===== src/rtl/interp_pkg.sv =====
// Shared mode encodings and width helper for the multichannel resampler.
package interp_pkg;

   localparam logic [1:0] MODE_HOLD    = 2'd0;
   localparam logic [1:0] MODE_NEAREST = 2'd1;
   localparam logic [1:0] MODE_LINEAR  = 2'd2;

   // Weight spans 1..2^fracbits inclusive, so it needs one bit beyond the fraction.
   function automatic int weight_width(input int fracbits);
      return fracbits + 1;
   endfunction

endpackage


===== src/rtl/interp_lane.sv =====
// One resampler lane: prev/cur sample registers and the registered mode mux.
// RESAMPLER_ROUNDING_EN selects round-half-up for linear mode instead of floor.
module interp_lane
   import interp_pkg::*;
#(
   parameter int INW      = 16,
   parameter int FRACBITS = 8
) (
   input  logic                                i_clk,
   input  logic                                i_areset_n,
   input  logic                                i_ce,
   input  logic                                i_upd,
   input  logic [1:0]                          i_mode,
   input  logic [weight_width(FRACBITS)-1:0]   i_weight,
   input  logic [INW-1:0]                      i_data,
   output logic [INW-1:0]                      o_data
);

   localparam int WW = weight_width(FRACBITS);
   localparam int PW = INW + FRACBITS + 2;
   localparam logic [WW-1:0] HALF_W = WW'(1) << (FRACBITS - 1);
   localparam logic signed [PW-1:0] HALF_P = PW'(1) << (FRACBITS - 1);

   logic signed [INW-1:0] cur_q, prev_q, out_q, out_d;
   logic signed [INW:0]   diff;
   logic signed [PW-1:0]  diff_x, w_x, prod, prod_r, shifted, prev_x;

   assign diff   = {cur_q[INW-1], cur_q} - {prev_q[INW-1], prev_q};
   assign diff_x = {{(PW-INW-1){diff[INW]}}, diff};
   assign w_x    = {{(PW-WW){1'b0}}, i_weight};
   assign prod   = diff_x * w_x;
`ifdef RESAMPLER_ROUNDING_EN
   assign prod_r = prod + HALF_P;
`else
   assign prod_r = prod;
`endif
   assign shifted = prod_r >>> FRACBITS;
   assign prev_x  = {{(PW-INW){prev_q[INW-1]}}, prev_q};

   always_comb begin
      out_d = cur_q;
      case (i_mode)
         MODE_NEAREST: out_d = (i_weight >= HALF_W) ? cur_q : prev_q;
         // w <= 2^FRACBITS keeps the result between prev and cur, so truncation is lossless
         MODE_LINEAR:  out_d = INW'(prev_x + shifted);
         default:      out_d = cur_q;
      endcase
   end

   always_ff @(posedge i_clk or negedge i_areset_n) begin
      if (!i_areset_n) begin
         cur_q  <= '0;
         prev_q <= '0;
         out_q  <= '0;
      end else begin
         if (i_ce) begin
            prev_q <= cur_q;
            cur_q  <= i_data;
         end
         if (i_upd) out_q <= out_d;
      end
   end

   assign o_data = out_q;

endmodule


===== src/rtl/multichan_resampler.sv =====
// Phase-accumulator resampler for NCH lanes sharing one strobe; hold/nearest/linear modes.
// Optional RESAMPLER_ROUNDING_EN: linear mode rounds half up instead of flooring.
module multichan_resampler
   import interp_pkg::*;
#(
   parameter int INW      = 16,
   parameter int NCH      = 2,
   parameter int CTRBITS  = 32,
   parameter int FRACBITS = 8
) (
   input  logic                               i_clk,
   input  logic                               i_areset_n,
   input  logic                               i_ce,
   input  logic [CTRBITS-1:0]                 i_step,
   input  logic [1:0]                         i_mode,
   input  logic [NCH*INW-1:0]                 i_data,
   output logic                               o_ce,
   output logic [NCH*INW-1:0]                 o_data,
   output logic [weight_width(FRACBITS)-1:0]  o_weight
);

   localparam int WW = weight_width(FRACBITS);
   localparam logic [WW-1:0] FULL_W = WW'(1) << FRACBITS;

   logic [CTRBITS:0]   sum;
   logic [CTRBITS-1:0] ctr_q, ctr_d;
   logic               carry_d, carry_q;
   logic [WW-1:0]      w_d, w_q, o_weight_q;
   logic [1:0]         mode_q;
   logic               s1_vld_q, o_ce_q, upd;

   assign sum     = {1'b0, ctr_q} + {1'b0, i_step};
   assign carry_d = sum[CTRBITS];
   assign ctr_d   = sum[CTRBITS-1:0];
   // Weight on cur grows as the new phase lands closer to the wrap point
   assign w_d     = FULL_W - {1'b0, ctr_d[CTRBITS-1 -: FRACBITS]};
   assign upd     = s1_vld_q & carry_q;

   always_ff @(posedge i_clk or negedge i_areset_n) begin
      if (!i_areset_n) begin
         ctr_q      <= '0;
         carry_q    <= 1'b0;
         w_q        <= '0;
         mode_q     <= MODE_HOLD;
         s1_vld_q   <= 1'b0;
         o_ce_q     <= 1'b0;
         o_weight_q <= '0;
      end else begin
         s1_vld_q <= i_ce;
         o_ce_q   <= upd;
         if (i_ce) begin
            ctr_q   <= ctr_d;
            carry_q <= carry_d;
            w_q     <= w_d;
            mode_q  <= i_mode;
         end
         if (upd) o_weight_q <= w_q;
      end
   end

   for (genvar k = 0; k < NCH; k++) begin : g_lane
      interp_lane #(
         .INW      (INW),
         .FRACBITS (FRACBITS)
      ) u_lane (
         .i_clk      (i_clk),
         .i_areset_n (i_areset_n),
         .i_ce       (i_ce),
         .i_upd      (upd),
         .i_mode     (mode_q),
         .i_weight   (w_q),
         .i_data     (i_data[k*INW +: INW]),
         .o_data     (o_data[k*INW +: INW])
      );
   end

   assign o_ce     = o_ce_q;
   assign o_weight = o_weight_q;

endmodule


===== config.mk =====
export PLATFORM = sky130hd
export DESIGN_NAME = multichan_resampler
export DESIGN_NICKNAME = d
export VERILOG_FILES = /design/src/rtl/interp_pkg.sv /design/src/rtl/interp_lane.sv /design/src/rtl/multichan_resampler.sv
export SDC_FILE = /design/constraint.sdc
export NUM_CORES = 1
export LEC_CHECK = 0
export CORE_ASPECT_RATIO = 1.5
export CORE_MARGIN = 3
export CORE_UTILIZATION = 40
export CTS_CLUSTER_SIZE = 24
export DETAILED_ROUTE_END_ITERATION = 8
export PLACE_DENSITY_LB_ADDON = 0.3
export SLEW_MARGIN = 20
export SYNTH_ARGS = -nofsm -noshare
export SYNTH_HDL_FRONTEND = slang
export SYNTH_SLANG_ARGS = --single-unit

===== constraint.sdc =====
create_clock -name i_clk -period 7.9 [get_ports i_clk]
set_input_delay 1.58 -clock i_clk [delete_from_list [all_inputs] [get_ports i_clk]]
set_output_delay 1.58 -clock i_clk [all_outputs]
set_load 0.1 [all_outputs]

==> out/qor.yml, run 1 <==
status:
  status: "finished with violations"
  failed_checks: "setup timing"
setup_path:
  path_max_fanout: 3
  cpMaxStageDelayCell: "or4_4"
  worst_setup_path_start_kind: "register"
  timing.rr.end: "g_lane[0].u_lane.o_data[15]$_DFFE_PN0P_"
  crit_top_cell: "fa_1"
  cp_num_buf_inv: 6
  endpoint_kind: "register"
  r2r-start: "g_lane[0].u_lane.prev_q[0]$_DFFE_PN0P_"
  cpPeakStageDelay_ns: 0.56
  cp.arrival_ns: 8.63
  path_class: "register to register"
  reg2reg_slack_ns: -0.40
  r2r_cells: 34
  worstPathRequired_ns: 8.24
  critPathTopFamily: "adder cells"
logic_synthesis:
  ys_seq_area_frac: 0.185
  ys_warn_count: 0
  yosysTopAreaCell: "fa_1"
  syn_area_per_cell_um2: 8.88
  synth_area_leaders: "fa_1 (23%), dfrtp_1 (18%), ha_1 (12%), inv_1 (6.3%), nand2_1 (5.4%)"
  async_flop_share: 1.00
  ys_ff_latch: 150
  syn_nets: 2793
  ys.flop_type: "dfrtp_1"
  post-synth-top-area-fraction: 0.233
  ys_types: 69
  syn_inst: 2290
  synth-edff-count: 0
  synthesis.area_mm2: 0.0203
routing:
  first_pass_iters: 8
  drt-total-wl_um: 60800
  drc_errors: 0
  ant_nets: 0
  via_count: 17600
  wl_per_cell_um: 18.0
  drtIter0Drc: 866
  vias_per_cell: 5.21
floorplanning:
  fp-row-count: 100
  core_area_mm2: 0.0499
  die_w_um: 190
  initial_core_util: 0.407
  die_y_um: 282
  io_pins: 111
  die-area_mm2: 0.0536
timing:
  setup_slack_ns: -0.397
  holdWs_ns: 0.478
  tns_ns: -2.98
  post-route-period-util: 1.05
  fin_skew_ns: 0.0171
  hold_viol: 0
  rsz0062_at_grt: "yes"
  setup_viol: 14
  worst_slew_pin_slew_ns: 1.08
  slew_violations: 0
  max_clock_freq_mhz: 121
  finalCriticalPeriod_ns: 8.30
  relSlewSlack: 0.278
global_routing:
  grt_max_degree: 89
  track_usage: 0.229
  grt_antenna_before_repair: 0
  grt_pass1_vias: 19000
  gr-total-overflow: 0
  grt_pass1_wl_um: 97800
clock_network:
  clkTransAtPathRegs_ns: 0.07
  clk_path_buf_depth: 2
  clk_latency_ns: 0.45
  cts_tree: "done"
  numClockSinks: 150
  root_buffer: "clkbuf_16"
  postCtsHoldBufs: 0
  htree_num_levels: 4
  cts-buffers-inserted: 17
placed_design:
  place_ws_ns: -0.653
  finalWeightedCongestion: 0.900
  io_buffers: 110
  dp_hpwl_um: 47900
worst_hold_path:
  hold_end: "o_weight[5]$_DFFE_PN0P_"
  min_path_type: "register to register"
  holdPathStages: 2
  worst_hold_startpoint: "o_weight[5]$_DFFE_PN0P_"
job:
  drv_cap: 0
final_layout:
  nFillCells: 4458
  area.growth.synth_to_final_pct: 31.5
  final_common_cell: "buf_4"
  drive_above_1_share: 0.253
  nets: 3207
  final_cell_mix: "buf_4 (343), inv_1 (323), nand2_1 (275), fa_1 (231), ha_1 (167)"
  antennaDiodeCount: 0
-- per-layer routing --
metal  share of wire  up-vias  track usage
met3           0.044      126       0.0319
met1            0.41     8712        0.279
met5               0        -            0
met2            0.52      437        0.411
li1                -     8335            -
met4           0.032        0       0.0848
-- through the flow --
| step | std cells | cell area, µm² | util |
|---|---|---|---|
| CTS | 3356 | 26000 | 0.521 |
| finish | 3380 | 26700 | 0.536 |
| global route | 3380 | 26700 | 0.536 |
| global placement | 3291 | 24600 | 0.492 |
| floorplan | 2290 | 20600 | - |
| detailed placement | 3291 | 24600 | 0.492 |
-- timing repair --
action	4_1_cts	5_1_grt
resized for setup	141	109
setup buffers	33	25
hold endpoints to repair	0	0
setup endpoints to repair	18	21
pin swaps	100	75
-- area by class of cell --
cell class | count | area [µm²] | area share
multi-input combinational | 1718 | 16300 | 0.611
timing repair buffer | 474 | 3920 | 0.147
tap | 663 | 830 | 0.0310
sequential | 150 | 3750 | 0.140
clock inverter | 14 | 181 | 0.00678
inverter | 343 | 1290 | 0.0481
clock buffer | 18 | 429 | 0.0160
-- worst register-to-register path, delay by kind of cell, from the launching register on --
family                     cells  cell delay (ns)
adders and majority gates      9             3.68
AOI/OAI and AO/OA             10             1.79
and+or+nand+nor                5             0.95
xor gates and xnor gates       4             0.76
buffers and inverters          6             0.63
DFF                            1             0.41
-- how the worst max path moves through the flow --
| stage | endpoint | slack [ns] | start | depth (start not counted) |
|---|---|---|---|---|
| 2_1_floorplan | g_lane[0].u_lane.o_data[15]$_DFFE_PN0P_ | -0.01 | g_lane[0].u_lane.prev_q[1]$_DFFE_PN0P_ | 35 |
| 3_3_place_gp | g_lane[0].u_lane.o_data[13]$_DFFE_PN0P_ | -0.58 | g_lane[0].u_lane.cur_q[0]$_DFFE_PN0P_ | 35 |
| 3_5_place_dp | g_lane[0].u_lane.o_data[15]$_DFFE_PN0P_ | -0.65 | g_lane[0].u_lane.prev_q[1]$_DFFE_PN0P_ | 33 |
| 4_1_cts | g_lane[0].u_lane.o_data[15]$_DFFE_PN0P_ | -0.34 | g_lane[0].u_lane.prev_q[0]$_DFFE_PN0P_ | 36 |
| 5_1_grt | g_lane[0].u_lane.o_data[13]$_DFFE_PN0P_ | -0.71 | g_lane[0].u_lane.prev_q[0]$_DFFE_PN0P_ | 38 |
| 6_report | g_lane[0].u_lane.o_data[15]$_DFFE_PN0P_ | -0.40 | g_lane[0].u_lane.prev_q[0]$_DFFE_PN0P_ | 34 |
-- cell families after synthesis --
| group | share of synthesized area |
|---|---|
| adders and majority gates | 0.354 |
| and+or+nand+nor | 0.159 |
| DFF | 0.185 |
| muxes | 0.0347 |
| buffers and inverters | 0.0779 |
| AOI/OAI and AO/OA | 0.138 |
| xor gates and xnor gates | 0.0513 |
-- synthesized netlist by cell type, drive strengths merged (9+ instances only) --
cell / n
o21bai: 10
a21boi: 9
and2: 111
nor3: 30
inv: 342
or3: 10
nor2: 113
xor2: 25
nor2b: 40
and3: 11
fa: 237
a222oi: 15
nand2b: 18
nand2: 292
nand3: 20
a21o: 36
a21oi: 103
mux2: 60
ha: 197
o21ai: 115
a211oi: 13
xnor2: 89
o21a: 28
clkbuf: 77
dfrtp: 150
o211ai: 10
a22o: 21
-- flip-flops by register name, summed over array words and instances (netlist names) --
register              count
s1_vld_q                  1
ctr_q                    32
mode_q                    2
g_lane.u_lane.prev_q     32
carry_q                   1
w_q                       8
g_lane.u_lane.o_data     32
o_weight                  9
o_ce                      1
g_lane.u_lane.cur_q      32
Power of run 1 is left out: the tool's default activity adds up to more than one toggle a clock period on the data nets, which glitch-free logic cannot reach.
==> run 2: changes to the inputs <==
--- a/config.mk
+++ b/config.mk
@@ -5,10 +5,10 @@
 export SDC_FILE = /design/constraint.sdc
 export NUM_CORES = 1
 export LEC_CHECK = 0
+export ABC_AREA = 0
 export CORE_ASPECT_RATIO = 1.5
 export CORE_MARGIN = 3
 export CORE_UTILIZATION = 40
-export CTS_CLUSTER_SIZE = 24
 export DETAILED_ROUTE_END_ITERATION = 8
 export PLACE_DENSITY_LB_ADDON = 0.3
 export SLEW_MARGIN = 20
==> results of run 2 <==
No change in the layout: final DEF, timing and power equal those of run 1.
Power of run 2 is left out for the same reason.
==> run 3: changes to the inputs <==
==> constraint.sdc (replaced) <==
create_clock -name i_clk -period 9.3 [get_ports i_clk]
set_input_delay 1.86 -clock i_clk [delete_from_list [all_inputs] [get_ports i_clk]]
set_output_delay 1.86 -clock i_clk [all_outputs]
set_load 0.1 [all_outputs]
==> out/qor.yml, run 3 (same netlist as run 1, synthesis figures left out) <==
routing:
  wl_per_cell_um: 18.4  # +2.3%
  drtIter0Drc: 805  # -7.0%
  via_count: 16400  # -6.7%
  first_pass_iters: 8  # unchanged
  drc_errors: 0  # unchanged
  ant_nets: 0  # unchanged
  vias_per_cell: 5.34  # +2.6%
  drt-total-wl_um: 56600  # -7.0%
timing:
  holdWs_ns: 0.472  # -0.00618 ns
  relSlewSlack: 0.258  # -0.0193
  rsz0062_at_grt: "yes"
  fin_skew_ns: 0.0123  # -0.00480 ns
  setup_viol: 0  # -14
  post-route-period-util: 0.951  # -0.0997
  slew_violations: 0  # unchanged
  max_clock_freq_mhz: 113  # -6.1%
  finalCriticalPeriod_ns: 8.84  # +0.543 ns
  worst_slew_pin_slew_ns: 1.11  # +0.0289 ns
  hold_viol: 0  # unchanged
global_routing:
  gr-total-overflow: 0  # unchanged
  grt_pass1_vias: 17600  # -7.1%
  grt_pass1_wl_um: 93100  # -4.8%
  grt_max_degree: 82  # -7.9%
  grt_antenna_before_repair: 2  # +2
  track_usage: 0.219  # -0.0104
setup_path:
  cpMaxStageDelayCell: "fa_1"
  path_class: "register to register"
  worstPathRequired_ns: 9.63  # +1.39 ns
  cp.arrival_ns: 9.17  # +0.54 ns
  path_max_fanout: 9  # +6
  crit_top_cell: "fa_1"
  cpPeakStageDelay_ns: 0.55  # about the same
  endpoint_kind: "register"
  worst_setup_path_start_kind: "register"
floorplanning:
  die_w_um: 190  # unchanged
  io_pins: 111  # unchanged
  fp-row-count: 100  # unchanged
  core_area_mm2: 0.0499  # unchanged
  initial_core_util: 0.407  # unchanged
  die_y_um: 282  # unchanged
  die-area_mm2: 0.0536  # unchanged
final_layout:
  drive_above_1_share: 0.0817  # -0.171
  antennaDiodeCount: 0  # unchanged
  final_common_cell: "inv_1"
  nets: 2902  # -9.5%
  fin_util: 0.463  # -0.0726
  area.growth.synth_to_final_pct: 13.7
  final_cell_mix: "inv_1 (341), nand2_1 (291), fa_1 (237), ha_1 (195), dfrtp_1 (149)"
worst_hold_path:
  min_path_type: "register to register"
clock_network:
  root_buffer: "clkbuf_16"
  cts_tree: "done"
  clk_latency_ns: 0.45  # about the same
  cts-buffers-inserted: 17  # unchanged
  clk_path_buf_depth: 2  # unchanged
  htree_num_levels: 4  # unchanged
  clkTransAtPathRegs_ns: 0.07  # about the same
  numClockSinks: 150  # unchanged
status:
  status: "complete, no violations"
placed_design:
  io_buffers: 110  # unchanged
  finalWeightedCongestion: 0.864  # -3.9%
  dp_hpwl_um: 45200  # -5.6%
job:
  drv_cap: 0  # unchanged
## run 3: worst max-delay path, delay by kind of cell, from the launching register on
family	cells	cell delay, ns
adder cells (fa/ha/maj)	9	3.86
buffers and inverters	4	0.34
AND/OR/NAND/NOR	9	1.16
XOR/XNOR	4	0.98
AO/OA/AOI/OAI	11	1.93
flip-flops	1	0.42
## run 3: area by class of cell
class	count	area [µm²]
timing repair buffer	169	1540
clock buffer	17	425
inverter	343	1290
clock inverter	15	169
tap	663	830
sequential	150	3750
multi-input combinational	1718	15100
fill	4758	26800
## run 3: final timing paths
check | startpoint | end | slack, ns | cells after the start
worst max register to register | g_lane[1].u_lane.prev_q[0]$_DFFE_PN0P_ | g_lane[1].u_lane.o_data[15]$_DFFE_PN0P_ | 0.46 | 37
worst min-delay path | o_weight[7]$_DFFE_PN0P_ | o_weight[7]$_DFFE_PN0P_ | 0.47 | 2
worst min register to register | o_weight[7]$_DFFE_PN0P_ | o_weight[7]$_DFFE_PN0P_ | 0.47 | 2
min in group asynchronous | i_areset_n | g_lane[0].u_lane.o_data[0]$_DFFE_PN0P_ | 1.45 | 1
max in group asynchronous | i_areset_n | g_lane[1].u_lane.prev_q[1]$_DFFE_PN0P_ | 6.34 | 2
worst max-delay path | g_lane[1].u_lane.prev_q[0]$_DFFE_PN0P_ | g_lane[1].u_lane.o_data[15]$_DFFE_PN0P_ | 0.46 | 37
## run 3: per-layer routing
metal	wire [µm]	GRT usage
met2	29800	0.404
met5	24	0
met1	22800	0.265
met4	1550	0.0689
met3	2320	0.0262
## run 3: repair_timing
action                                 CTS  global route
setup buffers                            0             5
endpoints found under the hold margin    0             0
hold buffers                             0             0
resized for setup                        0            28
setup endpoints to repair                0             6
## run 3: through the flow
step	setup TNS, ns	std cells	setup WS (ns)	instance area, µm²
final	0	3075	0.460	23100
after global routing	-0.0646	3075	-0.0646	23100
after CTS	0	3070	0.176	23000
after detailed placement	0	3038	0.171	22400
after global placement	0	3038	0.363	22400
after floorplan	0	2290	0.825	20300
Power of run 3 is left out for the same reason.
